===== src/rtl/regfile_pkg.sv =====
// Shared types for the register-file writeback slice.
//   REG_ADDR_W / XLEN / NUM_REGS : register file geometry
//   reg_addr_t                   : register index
//   wb_req_t                     : one writeback candidate (valid, rd, value)
//   lbuf_state_t                 : occupancy of the single-entry load buffer
package regfile_pkg;

    localparam int REG_ADDR_W = 5;
    localparam int XLEN       = 32;
    localparam int NUM_REGS   = 32;

    typedef logic [REG_ADDR_W-1:0] reg_addr_t;

    typedef struct packed {
        logic            valid;
        reg_addr_t       rd;
        logic [XLEN-1:0] value;
    } wb_req_t;

    typedef enum logic {
        EMPTY = 1'b0,
        HELD  = 1'b1
    } lbuf_state_t;

endpackage


===== src/rtl/regfile_scoreboard.sv =====
// Per-register busy bits for hazard detection.
//   clk, reset          : clock, async active-high reset (clears all bits)
//   set_en / set_addr   : mark a register busy (issue of a writer)
//   clr_en / clr_addr   : mark a register free (register file commit)
//   rs1/rs2/rd_addr     : combinational lookup addresses
//   busy_rs1/rs2/rd     : busy state of the looked-up registers
// x0 is never busy. If set and clear hit the same register, set wins.
module regfile_scoreboard
    import regfile_pkg::*;
#(
    parameter int NUM_REGS = regfile_pkg::NUM_REGS,
    parameter int AW       = $clog2(NUM_REGS)
) (
    input  logic          clk,
    input  logic          reset,
    input  logic          set_en,
    input  logic [AW-1:0] set_addr,
    input  logic          clr_en,
    input  logic [AW-1:0] clr_addr,
    input  logic [AW-1:0] rs1_addr,
    input  logic [AW-1:0] rs2_addr,
    input  logic [AW-1:0] rd_addr,
    output logic          busy_rs1,
    output logic          busy_rs2,
    output logic          busy_rd
);

    logic [NUM_REGS-1:0] busy_q, busy_d;

    always_comb begin
        busy_d = busy_q;
        if (clr_en) busy_d[clr_addr] = 1'b0;
        if (set_en) busy_d[set_addr] = 1'b1;
        busy_d[0] = 1'b0;
    end

    always_ff @(posedge clk or posedge reset) begin
        if (reset) busy_q <= '0;
        else       busy_q <= busy_d;
    end

    assign busy_rs1 = busy_q[rs1_addr];
    assign busy_rs2 = busy_q[rs2_addr];
    assign busy_rd  = busy_q[rd_addr];

endmodule


===== src/rtl/regfile_writeback.sv =====
// Owns the register file write port and merges ALU and load results into it.
//   clk, reset                    : clock, async active-high reset
//   issue_valid/rd/rs1/rs2        : decode candidate; issue_valid marks rd busy
//   issue_stall                   : combinational RAW/WAW hazard on rs1/rs2/rd
//   alu_valid/rd/value            : single-cycle ALU result, always accepted
//   load_valid/ready/rd/value     : multi-cycle load result, valid/ready
//   rf_write_enable/address/value : registered write port to the register file
// Priority each cycle is ALU > buffered load > new load. A load that collides
// with the ALU parks in a one-entry buffer; the ALU never backpressures, so a
// continuous ALU stream can starve the buffered load.
module regfile_writeback
    import regfile_pkg::*;
#(
    parameter int NUM_REGS = regfile_pkg::NUM_REGS,
    parameter int XLEN     = regfile_pkg::XLEN
) (
    input  logic                        clk,
    input  logic                        reset,
    input  logic                        issue_valid,
    input  logic [$clog2(NUM_REGS)-1:0] issue_rd,
    input  logic [$clog2(NUM_REGS)-1:0] issue_rs1,
    input  logic [$clog2(NUM_REGS)-1:0] issue_rs2,
    output logic                        issue_stall,
    input  logic                        alu_valid,
    input  logic [$clog2(NUM_REGS)-1:0] alu_rd,
    input  logic [XLEN-1:0]             alu_value,
    input  logic                        load_valid,
    output logic                        load_ready,
    input  logic [$clog2(NUM_REGS)-1:0] load_rd,
    input  logic [XLEN-1:0]             load_value,
    output logic                        rf_write_enable,
    output logic [$clog2(NUM_REGS)-1:0] rf_address_write,
    output logic [XLEN-1:0]             rf_value_write
);

    localparam int AW = $clog2(NUM_REGS);

    lbuf_state_t state_q, state_d;
    wb_req_t     buf_q, buf_d;
    wb_req_t     win;
    logic        busy_rs1, busy_rs2, busy_rd;
    logic        issue_fire;
    logic        win_writes;

    assign load_ready  = (state_q == EMPTY);
    assign issue_stall = busy_rs1 | busy_rs2 | busy_rd;
    assign issue_fire  = issue_valid & ~issue_stall & (issue_rd != '0);

    // Arbitration and load buffer next state.
    always_comb begin
        win     = '0;
        state_d = state_q;
        buf_d   = buf_q;
        if (alu_valid) begin
            win.valid = 1'b1;
            win.rd    = alu_rd;
            win.value = alu_value;
            // Only an empty buffer can accept the colliding load.
            if ((state_q == EMPTY) && load_valid) begin
                buf_d.valid = 1'b1;
                buf_d.rd    = load_rd;
                buf_d.value = load_value;
                state_d     = HELD;
            end
        end else if (state_q == HELD) begin
            win         = buf_q;
            win.valid   = 1'b1;
            buf_d.valid = 1'b0;
            state_d     = EMPTY;
        end else if (load_valid) begin
            win.valid = 1'b1;
            win.rd    = load_rd;
            win.value = load_value;
        end
    end

    // An x0 winner still consumes its slot but never writes.
    assign win_writes = win.valid & (win.rd != '0);

    always_ff @(posedge clk or posedge reset) begin
        if (reset) begin
            state_q <= EMPTY;
            buf_q   <= '0;
        end else begin
            state_q <= state_d;
            buf_q   <= buf_d;
        end
    end

    // Address/data hold their last written values when nothing is written.
    always_ff @(posedge clk or posedge reset) begin
        if (reset) begin
            rf_write_enable  <= 1'b0;
            rf_address_write <= '0;
            rf_value_write   <= '0;
        end else begin
            rf_write_enable <= win_writes;
            if (win_writes) begin
                rf_address_write <= win.rd;
                rf_value_write   <= win.value;
            end
        end
    end

    // Busy clears on the same edge the register file commits, so a dependent
    // instruction sees the committed value once the stall drops.
    regfile_scoreboard #(
        .NUM_REGS (NUM_REGS),
        .AW       (AW)
    ) u_scoreboard (
        .clk      (clk),
        .reset    (reset),
        .set_en   (issue_fire),
        .set_addr (issue_rd),
        .clr_en   (rf_write_enable),
        .clr_addr (rf_address_write),
        .rs1_addr (issue_rs1),
        .rs2_addr (issue_rs2),
        .rd_addr  (issue_rd),
        .busy_rs1 (busy_rs1),
        .busy_rs2 (busy_rs2),
        .busy_rd  (busy_rd)
    );

endmodule


===== config.mk =====
export PLATFORM = sky130hd
export DESIGN_NAME = regfile_writeback
export DESIGN_NICKNAME = d
export VERILOG_FILES = /design/src/rtl/regfile_pkg.sv /design/src/rtl/regfile_scoreboard.sv /design/src/rtl/regfile_writeback.sv
export SDC_FILE = /design/constraint.sdc
export NUM_CORES = 1
export LEC_CHECK = 0
export BUFFER_PORTS_ARGS = -buffer_cell sky130_fd_sc_hd__buf_2
export CAP_MARGIN = 20
export CORE_AREA = 2 2 96 190
export DETAILED_ROUTE_END_ITERATION = 16
export DIE_AREA = 0 0 98 192
export GPL_TIMING_DRIVEN = 0
export SYNTH_ARGS = -nofsm -noshare
export SYNTH_HDL_FRONTEND = slang
export SYNTH_SLANG_ARGS = --single-unit

===== constraint.sdc =====
create_clock -name clk -period 3.5 [get_ports clk]
set_input_delay 0.35 -clock clk [delete_from_list [all_inputs] [get_ports clk]]
set_output_delay 0.35 -clock clk [all_outputs]
set_load 0.01 [all_outputs]

---- Word-level counts from Yosys, hierarchy flattened ----
Index checks and enable logic that the tools add are counted.
storage, ports and cells
  register bits after elaboration ......... 107
  bits of input ports ..................... 94
  output and inout bits ................... 40
  logic and storage cells ................. 47
operators by class
  magnitude comparators ................... 6
  equality and inequality tests ........... 1
  multiplexer cells ....................... 17
  bitwise gates (word level) .............. 10
  reduce and logical (&&, ||, !) cells .... 6
operators by type and width
  cell                  number
  $mux W38              3
  $mux W32              2
  $and A32 B32 Y32      1
  $not A32 Y32          1
  $or A32 B32 Y32       1
  $lt A5 B6 Y1 const B  4
  $bmux W1 S5           3
  $demux W1 S5          2
  $ge A5 B1 Y1 const B  2
  $reduce_bool A5 Y1    2
  $mux W1               7
  $and A1 B1 Y1         3
  $logic_and A1 B1 Y1   3
  $ne A2 B1 Y1 const B  1
  $not A1 Y1            2
  $or A1 B1 Y1          2
  $reduce_and A2 Y1     1

---- Logic depth before layout (Yosys ltp) ----
Gate-level depths: netlist of run 1.
  depth after elaboration ................. 9
  gate-level depth with buffers ........... 8
  depth with buffers taken out ............ 6

---- Hierarchy ----
From an unflattened synthesis of run 1, not the netlist that was laid out.
second synthesis, totals
  cells, all modules ...................... 551
  area, all modules ....................... 5953.2 um^2
modules (own cells, without submodules)
  module              instances  cells each  area each (um^2)  seq. area each (um^2)
  regfile_writeback   1          322         3758.6            1901.8
  regfile_scoreboard  1          229         2194.6            775.7

---- Worst setup path after synthesis of run 1 ----
Ideal clock, no wire load.
  path type ............................... input port to output port
  from .................................... in issue_rs1[2]
  to ...................................... out issue_stall
  arrival time ............................ 2.089 ns
  required time ........................... 3.150 ns
  setup slack ............................. 1.061 ns
  stages .................................. 7
  path buffers ............................ 2
  cells stage by stage .................... buf_2 -> mux4_2 -> nor2b_1 -> o41ai_1 -> a211o_1 -> buf_6 -> or3_1
on the way
  longest elaborated chain between the ends .. 4
ends and longest elaborated chain
  element                        line                      source
  from (decl)                    regfile_writeback.sv:21   input logic [$clog2(NUM_REGS)-1:0] issue_rs1,
  $bmux W1 S5                    regfile_scoreboard.sv:42  assign busy_rs1 = busy_q[rs1_addr];
  $mux W1 (implied by the code)  regfile_scoreboard.sv:42
  $or A1 B1 Y1 (2 in a row)      regfile_writeback.sv:46   assign issue_stall = busy_rs1 | busy_rs2 | busy_rd;
  to (decl)                      regfile_writeback.sv:23   output logic issue_stall,
Every way passes these cells. The select of a mux whose other input is x is not followed.

---- Worst setup path in the final report of run 1 ----
  from .................................... reg u_scoreboard.busy_q[15]
  to ...................................... out issue_stall
on the way
  longest elaborated chain between the ends .. 4
  elaborated cells on any way between the ends .. 8
  those cells by class .................... mux: 6; bitwise: 2
ends and longest elaborated chain
  element                         line                                                source
  from (decl)                     regfile_scoreboard.sv:28                            logic [NUM_REGS-1:0] busy_q, busy_d;
  from (signal assigned)          regfile_scoreboard.sv:39                            else busy_q <= busy_d;
  $bmux W1 S5 (on tied branches)  regfile_scoreboard.sv:42, regfile_scoreboard.sv:43
  $mux W1 (on tied branches)      regfile_scoreboard.sv:42, regfile_scoreboard.sv:43
  $or A1 B1 Y1                    regfile_writeback.sv:46
  $or A1 B1 Y1 (*)                regfile_writeback.sv:46
Mark *: on every way between the ends. The rest lies on a longest branch, timed or not. The select of a mux whose other input is x is not followed.

==> impl_results.rst, run 1 <==
.. list-table::
   :header-rows: 1

   * - Metric
     - Value
   * - Ratio of total power to cell area
     - approximately 560 nW/um^2
   * - Max-slew violation count
     - 0
   * - Critical Path Fanout Max
     - 8
   * - Total die area
     - about 19000 sq um
   * - Fraction of power spent switching nets
     - 33.22%
   * - Cts repair resizes
     - 0
   * - Hold Path Class
     - input pin to asynchronous set/reset pin
   * - Chip Width
     - 98 microns
   * - Multi-input combinational cell area
     - 3097 sq um
   * - Most frequent cells after synthesis
     - 107 x sky130_fd_sc_hd__dfrtp_1, 71 x sky130_fd_sc_hd__mux2_2, 68 x sky130_fd_sc_hd__o21ai_0
   * - IR Drop Worst-Case VDD
     - 332.8 uV
   * - Buffers from clock root to sink, at most
     - 2
   * - Final worst path period need
     - 3.058 ns
   * - Main combinational cell family by area after synthesis
     - multiplexers
   * - Arrival time of data at the critical path endpoint
     - 2.71 ns
   * - Worst Path Class, Setup
     - flip-flop to primary output
   * - Clock latency reported for the late side of the worst-skew pair
     - 0.35 ns
   * - Iteration-0 DRC count of the detailed router
     - 180
   * - Number of enable-type register cells in the synthesized netlist
     - 0
   * - Reg power frac
     - 45.2%
   * - Area share of and/or/nand/nor cells after synthesis
     - 13.06%
   * - Pin count of the biggest net entering global routing
     - 63
   * - Launching element type of the critical path
     - flip-flop
   * - Number of placement rows
     - 68
   * - Area after DPL
     - 6897 sq um
   * - R2r setup slk
     - between 0.8 and 0.9 ns
   * - Final RePlAce weighted congestion
     - 0.9921
   * - Pin slew with the least headroom to its limit
     - 0.6341 ns
   * - Post-Route Setup TNS
     - 0 ns
   * - Total number of nets in the final design
     - 789
   * - Fill cell total of the finished layout
     - 1724
   * - Area of all placed cells without fillers
     - 7204 sq um
   * - Average detailed-routed wire length per instance
     - 19.44 microns
   * - Fmax
     - 327.0 MHz
   * - Synthesized netlist cell count
     - roughly 560
   * - Worst reg-to-reg path cell count
     - 8
   * - Outcome
     - finished, final reports clean
   * - Number of global-route vias before repair
     - ~5500
   * - Net Sw Power
     - 1332 uW
   * - Top_reg_cell synth
     - sky130_fd_sc_hd__dfrtp_1
   * - Share of power burned in combinational logic
     - 28.6%
   * - Mapped Area
     - between 5000 and 6000 sq um
   * - Ant. Diodes
     - 0
   * - Clock-pin slew on the worst setup and hold paths
     - 0.07 ns
   * - Register area share after synthesis
     - between 40% and 50%
   * - Total wirelength of the detailed-routed design
     - 17.69 mm
   * - Layout Utilization
     - a little over two fifths
   * - Post-DP HPWL
     - roughly 14 mm
   * - Growth of design area from synthesis to finish
     - 20.71%
   * - Worst Clk Skew
     - ~0.0079 ns
   * - Xor/xnor share of the synthesized area
     - 0%
   * - Via density per instance
     - between 5 and 6
   * - Synthesis warning total
     - 0
   * - Worst slew margin relative to its limit
     - 57.72%
   * - Cell type with the largest total area after synthesis
     - sky130_fd_sc_hd__dfrtp_1
   * - Die height
     - 192 microns
   * - Critical Path Sink Type
     - primary output
   * - Number of antenna violations at the first check in global routing
     - 0
   * - Reg area
     - approximately 2700 sq um
   * - Internal
     - between 2000 and 3000 uW
   * - Number of distinct standard cells referenced by the synthesized netlist
     - about 50
   * - Cell with the most instances after synthesis
     - sky130_fd_sc_hd__dfrtp_1
   * - Ordered cell list for the critical path
     - mux4_2 > nand2b_1 > nand4b_1 > and4_1 > nand2_2 > or3_1 > buf_2
   * - Port Buffers
     - approximately 130
   * - Post-CTS Repair Setup Buffers
     - 0
   * - Worst path max stage delay
     - 0.47 ns
   * - Residual DRC
     - 0
   * - Num ports
     - between 100 and 150
   * - Global-route wire length before repair
     - 28.47 mm
   * - Antenna Nets Post-Route
     - 0
   * - Proportion of synthesized flip-flops having asynchronous set or reset
     - 100.0%
   * - Maximum level of the CTS H-tree
     - 3
   * - Required time at the endpoint of the critical path
     - 3.15 ns
   * - Number of endpoints failing setup at the final stage
     - 0
   * - CP max stage cell
     - sky130_fd_sc_hd__mux4_2
   * - Number of hold violations in the final report
     - 0
   * - Leakage Power
     - 0.003246 uW
   * - Num CTS Buffers
     - 9
   * - Count of max-cap constraint violations
     - 0
   * - CTS root buffer
     - sky130_fd_sc_hd__clkbuf_16
   * - Area fraction of the dominant cell type after synthesis
     - 44.86%
   * - Total routing resource utilization after global routing
     - 19.07%
   * - Fraction of the cycle the final worst path needs
     - 87.38%
   * - Number of clock sinks seen by CTS
     - 107
   * - Flop and latch count out of synthesis
     - between 100 and 150
   * - Effective utilization at floorplan
     - 34.56%
   * - Unrepaired setup endpoints after global routing
     - false
   * - Adder-cell share of the synthesized area
     - 0%
   * - Mean cell area of the mapped netlist
     - 10.73 sq um
   * - Area fraction in compound gates after synthesis
     - 17.88%
   * - Post-cts hold buffer count
     - 0
   * - Mux cell area share after synthesis
     - 20.94%
   * - Fraction of layout cells with a size suffix above 1
     - a little under two fifths
   * - Aggregate global routing overflow
     - 0
   * - Total iterations of the first detailed-routing run
     - 4
   * - Top post-synthesis cells by area
     - sky130_fd_sc_hd__dfrtp_1 45%, sky130_fd_sc_hd__mux2_2 13%, sky130_fd_sc_hd__o21ai_0 5.7%
   * - CTS tree
     - done
   * - Share of total power in the clock network
     - 26.2%
   * - Synth Net Count
     - 650
   * - Total vias in the final route
     - 5020
   * - Placeable core region
     - 17270 sq um
logic make-up after synthesis:
kind of cell | count (synthesis)
mux | 106
buf+inv | 42
flops | 107
simple gates | 139
compound gates | 162
sequential cells by signal (all words and copies together), names as in the netlist:
register	cells
rf_value_write	32
u_scoreboard.busy_q	31
state_q	1
rf_write_enable	1
buf_q	37
rf_address_write	5
layer usage:
layer / vias to the layer above / track usage, % / part of all wire [%]
met1: 2462 / 18.87 / 35
met3: 39 / 4.803 / 6.2
met4: 0 / 9.241 / 3.4
met2: 172 / 36.30 / 56
li1: 2347 / - / -
met5: - / 0 / 0
metrics by stage:
stage,setup WS [ns],std cells,power (uW),hold WS [ns]
2_1_floorplan,0.3328,556,2561,0.4706
3_3_place_gp,-0.9855,893,2930,0.4793
3_5_place_dp,0.5795,894,2986,0.4763
4_1_cts,0.4228,910,4052,0.1014
5_1_grt,0.3022,910,4248,0.1156
6_report,0.4418,910,4010,0.08828
cells in the final DEF (no fill, tap or decap), drive strengths merged, types with 2 or more instances in the layout:
cell type  synthesis  routed
o21bai             2       2
o22ai              2       2
and3              14      14
nand3b             6       6
a22oi             25      25
o41ai              8       8
mux4               8       8
buf               18     146
or4                2       2
mux2              71      71
nand2b             3       3
nor3               2       2
nor3b              5       5
a221oi             2       2
a31oi              6       6
nor2b              8       8
dfrtp            107     107
clkbuf            18      27
mux2i             27      27
and2               5       5
inv                6      10
a41o               2       2
nand3             11      11
nor2              12      12
nand2             55      55
or3b               3       3
or3                3       3
a21oi             17      17
nand4b             5       5
and3b              3       3
o21ai             93      93
power groups by stage:
stage / logic (uW) / registers [uW] / clock network (uW)
after detailed placement: 1150 / 1830 / 0
after global placement: 1120 / 1810 / 0
after CTS: 1160 / 1810 / 1090
after global routing: 1260 / 1850 / 1140
after floorplan: 799 / 1760 / 0
final: 1150 / 1810 / 1050
worst max-delay path: cells and delay by family, from the launching register on:
family	cells	cell delay (ns)
buffers and inverters	1	0.14
flip-flops	1	0.43
multiplexers	1	0.47
AND/OR/NAND/NOR	5	1.32
layout make-up:
type,count,share of cell area [%]
multi-input cells,407,42.98
plain buffers,36,2.379
well taps,210,3.647
flip-flops and latches,107,37.17
inverters,6,0.3473
clock buffers,9,3.126
clock inverters,7,1.146
repair buffers,128,9.205
path summary, 6_finish.rpt:
check	startpoint	end
setup reg to reg	state_q	rf_value_write[7]
min in group clk	load_value[28]	buf_q[28]
setup / recovery	u_scoreboard.busy_q[15]	issue_stall
max in group asynchronous	reset	rf_value_write[5]
hold reg to reg	rf_value_write[11]	rf_value_write[11]
hold / removal	reset	u_scoreboard.busy_q[20]
Note: power is estimated with default switching activity, not from simulation.
==> run 2, diff against run 1 <==
--- a/config.mk
+++ b/config.mk
@@ -7,10 +7,12 @@
 export LEC_CHECK = 0
 export BUFFER_PORTS_ARGS = -buffer_cell sky130_fd_sc_hd__buf_2
 export CAP_MARGIN = 20
-export CORE_AREA = 2 2 96 190
+export CORE_AREA = 2 2 85 168
 export DETAILED_ROUTE_END_ITERATION = 16
-export DIE_AREA = 0 0 98 192
+export DIE_AREA = 0 0 87 170
 export GPL_TIMING_DRIVEN = 0
+export PLACE_DENSITY = 0.67
 export SYNTH_ARGS = -nofsm -noshare
 export SYNTH_HDL_FRONTEND = slang
+export SYNTH_HIERARCHICAL = 1
 export SYNTH_SLANG_ARGS = --single-unit
==> run 2 against run 1 <==
  * Sequential cell count unchanged
  * Clock-buffer cell count up 1
  * Die area decreased by 21%
  * Clock skew hardly changed
  * Critical endpoint is now u_scoreboard/busy_q[8]
  * Global-route usage rose by 5.1 points
  * Area after synthesis decreased by 0.25%
  * Synthesized cell count decreased by 0.90%
  * Highest routed layer unchanged
==> impl_results.rst, run 2 <==
.. list-table::
   :header-rows: 1

   * - Metric
     - Value
   * - Global-route wire length before repair
     - 27.39 mm (-3.8%)
   * - Xor/xnor share of the synthesized area
     - 0% (unchanged)
   * - Die height
     - 170 microns (-11%)
   * - Post-CTS Repair Setup Buffers
     - 0 (unchanged)
   * - Port Buffers
     - 128 (+0.79%)
   * - CTS root buffer
     - sky130_fd_sc_hd__clkbuf_16
   * - Synthesized netlist cell count
     - 551 (-0.90%)
   * - Effective utilization at floorplan
     - 44.30% (+9.7 points)
   * - Final RePlAce weighted congestion
     - 0.9213 (-7.1%)
   * - Buffers from clock root to sink, at most
     - 2 (unchanged)
   * - Area share of and/or/nand/nor cells after synthesis
     - 12.42% (-0.64 points)
   * - Reg area
     - 2678 sq um (unchanged)
   * - Total iterations of the first detailed-routing run
     - 7 (+3)
   * - Reg with most FFs
     - buf_q
   * - Number of clock sinks seen by CTS
     - 107 (unchanged)
   * - Arrival time of data at the critical path endpoint
     - 3.27 ns (+0.56 ns)
   * - Top post-synthesis cells by area
     - sky130_fd_sc_hd__dfrtp_1 45%, sky130_fd_sc_hd__mux2_2 7.8%, sky130_fd_sc_hd__o21ai_0 7.5%
   * - Number of endpoints failing setup at the final stage
     - 0 (unchanged)
   * - Critical Path Sink Type
     - flip-flop
   * - Number of antenna violations at the first check in global routing
     - 2 (+2)
   * - Total wirelength of the detailed-routed design
     - 17.56 mm (-0.72%)
   * - Worst slew margin relative to its limit
     - 59.37% (+1.6 points)
   * - Mean cell area of the mapped netlist
     - 10.80 sq um (+0.65%)
   * - Post-DP HPWL
     - 13.85 mm (-1.2%)
   * - Flip-flop count of the largest register after layout
     - 37 (unchanged)
   * - Fill cell total of the finished layout
     - 1199 (-30%)
   * - Fmax
     - 332.1 MHz (+1.6%)
   * - Growth of design area from synthesis to finish
     - 19.76%
   * - Clock latency reported for the late side of the worst-skew pair
     - 0.34 ns (about the same)
   * - Worst Clk Skew
     - 0.007630 ns (-0.0002930 ns)
   * - Number of enable-type register cells in the synthesized netlist
     - 0 (unchanged)
   * - IR Drop Worst-Case VDD
     - 348.8 uV (+4.8%)
   * - Total routing resource utilization after global routing
     - 24.15% (+5.1 points)
   * - Ratio of total power to cell area
     - 518.8 nW/um^2 (-6.8%)
   * - CTS tree
     - done
   * - Total vias in the final route
     - 5037 (+0.34%)
   * - Pin count of the biggest net entering global routing
     - 64 (+1.6%)
   * - Max-slew violation count
     - 0 (unchanged)
   * - Count of max-cap constraint violations
     - 0 (unchanged)
   * - Post-Route Setup TNS
     - 0 ns (unchanged)
   * - Maximum level of the CTS H-tree
     - 3 (unchanged)
   * - Post-place setup slack
     - 0.2996 ns (-0.2799 ns)
   * - Fraction of the cycle the final worst path needs
     - 86.04% (-1.3 points)
   * - Final worst path period need
     - 3.011 ns (-0.04698 ns)
   * - Total number of nets in the final design
     - 787 (-0.25%)
   * - Num ports
     - 134 (unchanged)
   * - Post-cts hold buffer count
     - 1 (+1)
   * - Cts repair resizes
     - 0 (unchanged)
   * - Critical Path Fanout Max
     - 7 (-1)
   * - Average detailed-routed wire length per instance
     - 20.54 microns (+5.7%)
   * - Leading cell types in the layout, fill and taps excluded
     - 137 x sky130_fd_sc_hd__buf_2, 107 x sky130_fd_sc_hd__dfrtp_1, 89 x sky130_fd_sc_hd__o21ai_0, 41 x sky130_fd_sc_hd__mux2_2, 38 x sky130_fd_sc_hd__nand2_1
   * - Adder-cell share of the synthesized area
     - 0% (unchanged)
   * - Area fraction in compound gates after synthesis
     - 15.68% (-2.2 points)
   * - Via density per instance
     - 5.891 (+6.8%)
   * - Number of hold violations in the final report
     - 0 (unchanged)
   * - Clock-pin slew on the worst setup and hold paths
     - 0.07 ns (about the same)
   * - Outcome
     - finished, final reports clean
   * - Pin slew with the least headroom to its limit
     - 0.6094 ns (-0.02472 ns)
   * - Most frequent cells after synthesis
     - 107 x sky130_fd_sc_hd__dfrtp_1, 89 x sky130_fd_sc_hd__o21ai_0, 41 x sky130_fd_sc_hd__mux2_2
   * - Number of global-route vias before repair
     - 5399 (-2.5%)
   * - Launching element type of the critical path
     - flip-flop
   * - Mux cell area share after synthesis
     - 22.95% (+2.0 points)
   * - Cell with the most instances after synthesis
     - sky130_fd_sc_hd__dfrtp_1
   * - Main combinational cell family by area after synthesis
     - multiplexers
   * - Number of placement rows
     - 60 (-12%)
   * - Placeable core region
     - 13440 sq um (-22%)
   * - Min setup slack post-route
     - 0.4888 ns (+0.04698 ns)
   * - Residual DRC
     - 0 (unchanged)
   * - Most common library cell in the layout ignoring fill and taps
     - sky130_fd_sc_hd__buf_2
   * - Fraction of layout cells with a size suffix above 1
     - 35.10% (-2.8 points)
   * - Synth Net Count
     - 645 (-0.77%)
   * - Leakage Power
     - 0.003385 uW (+4.3%)
   * - Required time at the endpoint of the critical path
     - 3.75 ns (+0.60 ns)
   * - Post-layout total power
     - 3699 uW (-7.7%)
   * - Mapped Area
     - 5953 sq um (-0.25%)
   * - Num CTS Buffers
     - 9 (unchanged)
   * - Multi-input combinational cell area
     - 3039 sq um (-1.9%)
   * - Top_reg_cell synth
     - sky130_fd_sc_hd__dfrtp_1
   * - Chip Width
     - 87 microns (-11%)
   * - Antenna Nets Post-Route
     - 0 (unchanged)
   * - Number of distinct standard cells referenced by the synthesized netlist
     - 39 (-20%)
   * - Unrepaired setup endpoints after global routing
     - false
   * - Aggregate global routing overflow
     - 0 (unchanged)
   * - Synthesis warning total
     - 6 (+6)
   * - Worst Path Class, Setup
     - flip-flop to flip-flop
   * - Hold Path Class
     - input pin to flip-flop
   * - Proportion of synthesized flip-flops having asynchronous set or reset
     - 100.0% (unchanged)
   * - Iteration-0 DRC count of the detailed router
     - 174 (-3.3%)
   * - Total die area
     - 14790 sq um (-21%)
   * - Largest registers ranked by flip-flop count
     - buf_q x37, rf_value_write x32, u_scoreboard/busy_q x31
   * - Flop and latch count out of synthesis
     - 107 (unchanged)
   * - Cell type with the largest total area after synthesis
     - sky130_fd_sc_hd__dfrtp_1
   * - Register area share after synthesis
     - 44.98% (+0.11 points)
   * - Area fraction of the dominant cell type after synthesis
     - 44.98% (+0.11 points)
-- run 2: cell type report --
cell class,instances,area share [%]
timing repair buffer,131,9.898
multi-input combinational,403,42.63
tap,155,2.720
clock buffer,10,3.212
antenna,2,0.07020
inverter,8,0.4563
clock inverter,6,0.5616
sequential,107,37.56
buffer,33,2.896
-- run 2: final timing paths --
path	to	slack, ns	startpoint	depth (start not counted)
max in group asynchronous	rf_value_write[24]	2.44	reset	4
max	u_scoreboard/busy_q[8]	0.49	u_scoreboard/busy_q[6]	8
min	buf_q[7]	0.25	load_value[7]	2
min reg2reg	rf_value_write[13]	0.50	rf_value_write[13]	1
min in group asynchronous	rf_value_write[29]	0.48	reset	3
max reg2reg	u_scoreboard/busy_q[8]	0.49	u_scoreboard/busy_q[6]	8
-- run 2: cell families (layout without fill, tap and decap cells) --
logic type,after synthesis,after routing
flip-flops,107,107
AO/OA/AOI/OAI,166,166
multiplexers,105,105
AND/OR/NAND/NOR,132,132
buffers and inverters,41,188
other,0,2
-- run 2: report_power, final --
group / leakage, uW / switching [uW] / total [uW] / internal (uW)
clock network: 0.000133 / 456 / 940 / 485
logic: 0.00194 / 484 / 988 / 503
registers: 0.00131 / 247 / 1770 / 1520
total: 0.00338 / 1190 / 3700 / 2510
-- run 2: layer usage --
layer  GRT usage, %  vias to the layer above  routed length, microns  share of wire [%]
li1               -                     2322                       -                  -
met1          22.99                     2453                    5796                 33
met4          13.72                        0                     897                5.1
met2          46.13                      202                    9969                 57
met3          4.462                       60                     900                5.1
met5              0                        -                       0                  0
-- run 2: critical path: stages (launching register included) --
cell	delay (ns)
sky130_fd_sc_hd__dfrtp_1	0.41
sky130_fd_sc_hd__mux4_2	0.48
sky130_fd_sc_hd__nand2b_1	0.16
sky130_fd_sc_hd__o211ai_1	0.13
sky130_fd_sc_hd__nand4_1	0.11
sky130_fd_sc_hd__or3_1	0.41
sky130_fd_sc_hd__nor3b_1	0.42
sky130_fd_sc_hd__or3b_1	0.57
sky130_fd_sc_hd__o21ai_0	0.23
-- run 2: metrics by stage --
stage	cells	util, %	area, sq um	hold slack (ns)
2_1_floorplan	551	-	5953	0.4535
3_3_place_gp	834	50.51	6788	0.4879
3_5_place_dp	836	50.94	6845	0.3004
4_1_cts	853	53.02	7124	0.2399
5_1_grt	855	53.05	7129	0.2477
6_report	855	53.05	7129	0.2472
